File: src/rtl/instr_fetch_unit.sv
// Fetch stage: owns the PC, drives the asynchronous instruction ROM and buffers
// fetched words in a small FIFO handed to decode over VALID/READY.
module instr_fetch_unit #(
    parameter int          TAM_POSICIONES = 1024,
    parameter int          TAM_PALABRA    = 32,
    parameter logic [31:0] RESET_PC       = 32'h0,
    parameter int          DEPTH          = 2
) (
    input  logic                              CLK,
    input  logic                              RESET,
    input  logic                              STALL,
    input  logic                              REDIRECT,
    input  logic [31:0]                       REDIRECT_PC,
    output logic [$clog2(TAM_POSICIONES)-1:0] INS_ADDRESS,
    output logic                              READ_EN,
    input  logic [TAM_PALABRA-1:0]            INSTRUCTION_IN,
    output logic                              OUT_VALID,
    input  logic                              OUT_READY,
    output logic [TAM_PALABRA-1:0]            OUT_INSTR,
    output logic [31:0]                       OUT_PC,
    output logic                              MISALIGN
);
    localparam int AW = $clog2(TAM_POSICIONES);
    localparam int PW = $clog2(DEPTH);
    localparam int CW = PW + 1;
    localparam logic [CW-1:0] DEPTH_C = CW'(DEPTH);

    logic [31:0]          pc_q, pc_d;
    logic [PW-1:0]        rd_ptr_q, rd_ptr_d;
    logic [PW-1:0]        wr_ptr_q, wr_ptr_d;
    logic [CW-1:0]        count_q, count_d;
    logic                 misalign_q, misalign_d;
    logic [TAM_PALABRA-1:0] out_instr_q, out_instr_d;
    logic [31:0]          out_pc_q, out_pc_d;
    logic [TAM_PALABRA-1:0] mem_instr_q [DEPTH];
    logic [TAM_PALABRA-1:0] mem_instr_d [DEPTH];
    logic [31:0]          mem_pc_q [DEPTH];
    logic [31:0]          mem_pc_d [DEPTH];

    logic pop;
    logic fire;

    assign OUT_VALID   = (count_q != '0);
    assign pop         = OUT_VALID & OUT_READY;
    // Reset gates the fetch so the ROM sees no read while the stage is held.
    assign fire        = ~RESET & ~REDIRECT & ~STALL & ((count_q < DEPTH_C) | pop);
    assign READ_EN     = fire;
    assign INS_ADDRESS = pc_q[AW+1:2];
    assign OUT_INSTR   = out_instr_q;
    assign OUT_PC      = out_pc_q;
    assign MISALIGN    = misalign_q;

    always_comb begin
        pc_d        = pc_q;
        rd_ptr_d    = rd_ptr_q;
        wr_ptr_d    = wr_ptr_q;
        count_d     = count_q;
        misalign_d  = 1'b0;
        out_instr_d = out_instr_q;
        out_pc_d    = out_pc_q;
        mem_instr_d = mem_instr_q;
        mem_pc_d    = mem_pc_q;

        if (REDIRECT) begin
            pc_d       = {REDIRECT_PC[31:2], 2'b00};
            rd_ptr_d   = '0;
            wr_ptr_d   = '0;
            count_d    = '0;
            misalign_d = |REDIRECT_PC[1:0];
        end else begin
            if (fire) begin
                mem_instr_d[wr_ptr_q] = INSTRUCTION_IN;
                mem_pc_d[wr_ptr_q]    = pc_q;
                pc_d                  = pc_q + 32'd4;
                wr_ptr_d              = wr_ptr_q + PW'(1);
            end
            rd_ptr_d = rd_ptr_q + PW'(pop);
            count_d  = count_q + CW'(fire) - CW'(pop);
            // Head registers track the next head; the word being pushed right now
            // becomes the head when nothing older remains.
            if (count_d != '0) begin
                if (fire && (rd_ptr_d == wr_ptr_q)) begin
                    out_instr_d = INSTRUCTION_IN;
                    out_pc_d    = pc_q;
                end else begin
                    out_instr_d = mem_instr_q[rd_ptr_d];
                    out_pc_d    = mem_pc_q[rd_ptr_d];
                end
            end
        end
    end

    always_ff @(posedge CLK or posedge RESET) begin
        if (RESET) begin
            pc_q        <= RESET_PC;
            rd_ptr_q    <= '0;
            wr_ptr_q    <= '0;
            count_q     <= '0;
            misalign_q  <= 1'b0;
            out_instr_q <= '0;
            out_pc_q    <= '0;
            for (int i = 0; i < DEPTH; i++) begin
                mem_instr_q[i] <= '0;
                mem_pc_q[i]    <= '0;
            end
        end else begin
            pc_q        <= pc_d;
            rd_ptr_q    <= rd_ptr_d;
            wr_ptr_q    <= wr_ptr_d;
            count_q     <= count_d;
            misalign_q  <= misalign_d;
            out_instr_q <= out_instr_d;
            out_pc_q    <= out_pc_d;
            mem_instr_q <= mem_instr_d;
            mem_pc_q    <= mem_pc_d;
        end
    end
endmodule
File: config.mk
export PLATFORM = sky130hd
export DESIGN_NAME = instr_fetch_unit
export DESIGN_NICKNAME = d
export VERILOG_FILES = /design/src/rtl/instr_fetch_unit.sv
export SDC_FILE = /design/constraint.sdc
export NUM_CORES = 1
export LEC_CHECK = 0
export BUFFER_PORTS_ARGS = -buffer_cell sky130_fd_sc_hd__buf_2
export CAP_MARGIN = 20
export CORE_ASPECT_RATIO = 0.8
export CORE_MARGIN = 1.5
export CORE_UTILIZATION = 61
export DETAILED_ROUTE_END_ITERATION = 12
export GPL_TIMING_DRIVEN = 0
export PLACE_DENSITY = 0.84
export SLEW_MARGIN = 20
export SYNTH_ARGS = -nofsm -noshare
export SYNTH_HDL_FRONTEND = slang
export SYNTH_SLANG_ARGS = --single-unit
File: constraint.sdc
create_clock -name CLK -period 10.15 [get_ports CLK]
set_input_delay 1.015 -clock CLK [delete_from_list [all_inputs] [get_ports CLK]]
set_output_delay 1.015 -clock CLK [all_outputs]
set_load 0.01 [all_outputs]
==> flow_summary.yaml <==
pwr:
  peakVddDrop_mv: 0.163
  leakage_uw: 0.00536
  pwr_density_cell_mw_per_mm2: 297
setup_path:
  crit_path_max_incr_delay_ps: 430
  r2r_slack_ps: 6690
  path_delay_family: "simple AND/OR/NAND/NOR gates"
  cp-end-kind: "register"
  crit_path_start: "RESET"
  critPathBufInv: 4
  crit_type: "primary input to register"
  path_depth: 12
  critPathArrivalTime_ps: 4250
  cp_slowest_cell: "nor2_2"
  start_kind: "primary input"
  rr_startpoint: "count_q[1]"
  crit_path_end: "OUT_PC[11]"
  crit_chain: "buf_2 -> nor3_1 -> nand2_1 -> inv_2 -> buf_2 -> ha_1 -> xor3_1 -> nor2_2 -> nor2_2 -> nand3_2 -> clkbuf_1 -> o221a_2"
  reg2reg_to: "OUT_PC[11]"
  r2r_cells: 11
  cp.required_ps: 10540
  crit_fanout: 11
worst_hold_path:
  hold_depth: 2
  hold_class: "register to register"
global_routing:
  grt_max_degree: 88
  antenna_found_initial: 0
  grt_pass1_wl_mm: 40.8
  grt_usage_pct: 29.9
  first_global_vias: 7814
  grt_overflow: 0
timing:
  fmax_mhz: 259
  slew_headroom_pct: 33.5
  period_minus_slack_ps: 3860
  skew_ps: 7.78
  worst_slew_pin_slew_ps: 990
  slew_viol_final: 0
  hold_viol_final: 0
  final.period_utilization_pct: 38.0
  setup_viol: 0
  rsz0062_at_grt: "false"
  setup-tns-final_ps: 0
status:
  outcome: "completed"
place:
  routabilityCongestion: 0.878
  dp_hpwl_mm: 16.9
  portBuffers: 143
floorplanning:
  rows: 41
  die_h_um: 118
  core_area_mm2: 0.0159
  start_util_pct: 63.0
  fp.dieW_um: 146
  ios: 146
  dieArea_mm2: 0.0172
routing:
  wl_per_cell_um: 20.1
  drt-vias-per-instance: 6.20
  dr.pass1.iters: 5
  postRouteAntennaNets: 0
  drc: 0
  routed_wl_mm: 25.5
  drt_iter0_markers: 801
  dr_total_vias: 7859
clocking:
  clk_latency_ps: 500
  cts_root_buf: "clkbuf_16"
  cts_buffers: 22
  clockBufferDepth: 3
  postCtsHoldBufs: 0
  clk_pin_slew_worst_paths_ps: 60
  cts.htree.levels: 1
  postCtsResizedCells: 0
  post_cts_buffers: 0
  cts_tree: "built"
  cts_sinks: 221
run:
  cap_violations: 0
yosys:
  synth_edf_count: 0
  synth_async_sr_flop_share_pct: 100
  synth_ff_type: "dfrtp_1"
  synth-seq-area-share_pct: 55.2
  synthCells: 871
  yosys.cell_types.count: 54
  yosysWarningCount: 0
  synth.avg_cell_area_um2: 11.5
  synth-seq-cells: 221
  mappedNetlistArea_mm2: 0.0100
layout:
  drive_above_1_share_pct: 38.2
  antenna_cells: 0
  synthToLayoutAreaGrowth_pct: 17.7
  final_net_count: 1113
  utilization_pct: 74.1
  fillers: 1074
==> placed cells by master, fill, tap and decap left out, types with 4 or more instances in the layout <==
| cell type | n |
|---|---|
| nand2_1 | 163 |
| a31oi_1 | 7 |
| o311ai_0 | 5 |
| clkbuf_8 | 6 |
| buf_4 | 13 |
| buf_2 | 160 |
| a21oi_1 | 8 |
| nand3_1 | 81 |
| dfrtp_1 | 221 |
| nor2b_1 | 5 |
| mux2_2 | 118 |
| a221o_1 | 10 |
| nor4_1 | 5 |
| buf_6 | 6 |
| o211ai_1 | 5 |
| clkbuf_1 | 44 |
| nor3_1 | 5 |
| nand4_1 | 9 |
| clkbuf_16 | 23 |
| o221a_2 | 60 |
| o21ai_0 | 18 |
| and3_1 | 4 |
| inv_1 | 5 |
| nor2_1 | 15 |
==> final cells by class <==
cell class                 instances  area, µm²  area share, %
sequential                       221       5530           46.9
multi-input combinational        566       4060           34.4
timing repair buffer             145        771           6.54
clock buffer                      33        673           5.71
buffer                            78        409           3.47
tap                              215        269           2.28
clock inverter                     3       40.0          0.340
inverter                           7       33.8          0.287
==> how the worst min path moves through the flow <==
stage / startpoint / to / slack, ps
3_3_place_gp: mem_pc_q[41] / mem_pc_q[41] / 460
3_5_place_dp: mem_pc_q[19] / mem_pc_q[19] / 470
6_report: mem_pc_q[19] / mem_pc_q[19] / 490
4_1_cts: mem_pc_q[9] / mem_pc_q[9] / 490
5_1_grt: mem_instr_q[12] / mem_instr_q[12] / 510
2_1_floorplan: mem_pc_q[19] / mem_pc_q[19] / 450
==> synthesized netlist by cell type (all sizes together) (8+ instances only) <==
cell / count / area share, %
buf: 37 / 2.5
nand2: 163 / 6.1
a21oi: 8 / 0.40
nand4: 9 / 0.56
nand3: 82 / 4.1
o21ai: 18 / 0.90
a221o: 10 / 1.0
o221a: 62 / 7.0
clkbuf: 41 / 1.5
dfrtp: 221 / 55
nor2: 17 / 0.69
mux2: 118 / 13
==> sequential cells by signal, indices dropped and copies added (netlist names) <==
signal       count
wr_ptr_q         1
mem_instr_q     64
MISALIGN         1
rd_ptr_q         1
OUT_PC          30
mem_pc_q        60
count_q          2
pc_q            30
OUT_INSTR       32
==> report_power, final <==
part | total, µW | switching [µW] | internal [µW]
combinational | 1330 | 703 | 628
sequential | 1360 | 175 | 1180
clock | 813 | 334 | 480
==> layer usage <==
layer / GRT usage [%] / vias to the layer above / part of all wire [%]
li1: - / 3498 / -
met1: 43.4 / 3893 / 44
met2: 45.5 / 397 / 45
met3: 5.27 / 71 / 8.1
met4: 11.1 / 0 / 3.3
met5: 0 / - / 0
==> through the flow <==
step	cells	power, µW	area [µm²]	hold slack, ps	worst slack, ps
after global placement	1230	2620	11000	463	630
after detailed placement	1232	2670	11100	475	5870
after global routing	1268	3680	11800	511	6050
final	1268	3500	11800	488	6290
after CTS	1268	3500	11800	488	6380
after floorplan	872	2240	10000	450	3090
==> logic make-up after synthesis <==
kind of cell / after synthesis / share of synthesized area (%)
DFF: 221 / 55.2
other: 1 / 0.0374
xor gates and xnor gates: 5 / 0.725
AOI/OAI and AO/OA: 128 / 11.7
adders and majority gates: 3 / 0.375
muxes: 119 / 13.4
buffers and inverters: 85 / 4.35
and+or+nand+nor: 309 / 14.2
==> worst reg2reg max path: cells and delay by family, from the launching register on <==
| family | cells | cell delay [ps] |
|---|---|---|
| adders and majority gates | 1 | 210 |
| AOI/OAI and AO/OA | 1 | 350 |
| and+or+nand+nor | 5 | 1220 |
| DFF | 1 | 410 |
| buffers and inverters | 3 | 960 |
| xor gates and xnor gates | 1 | 180 |
Power figures use the tool's default switching activity.
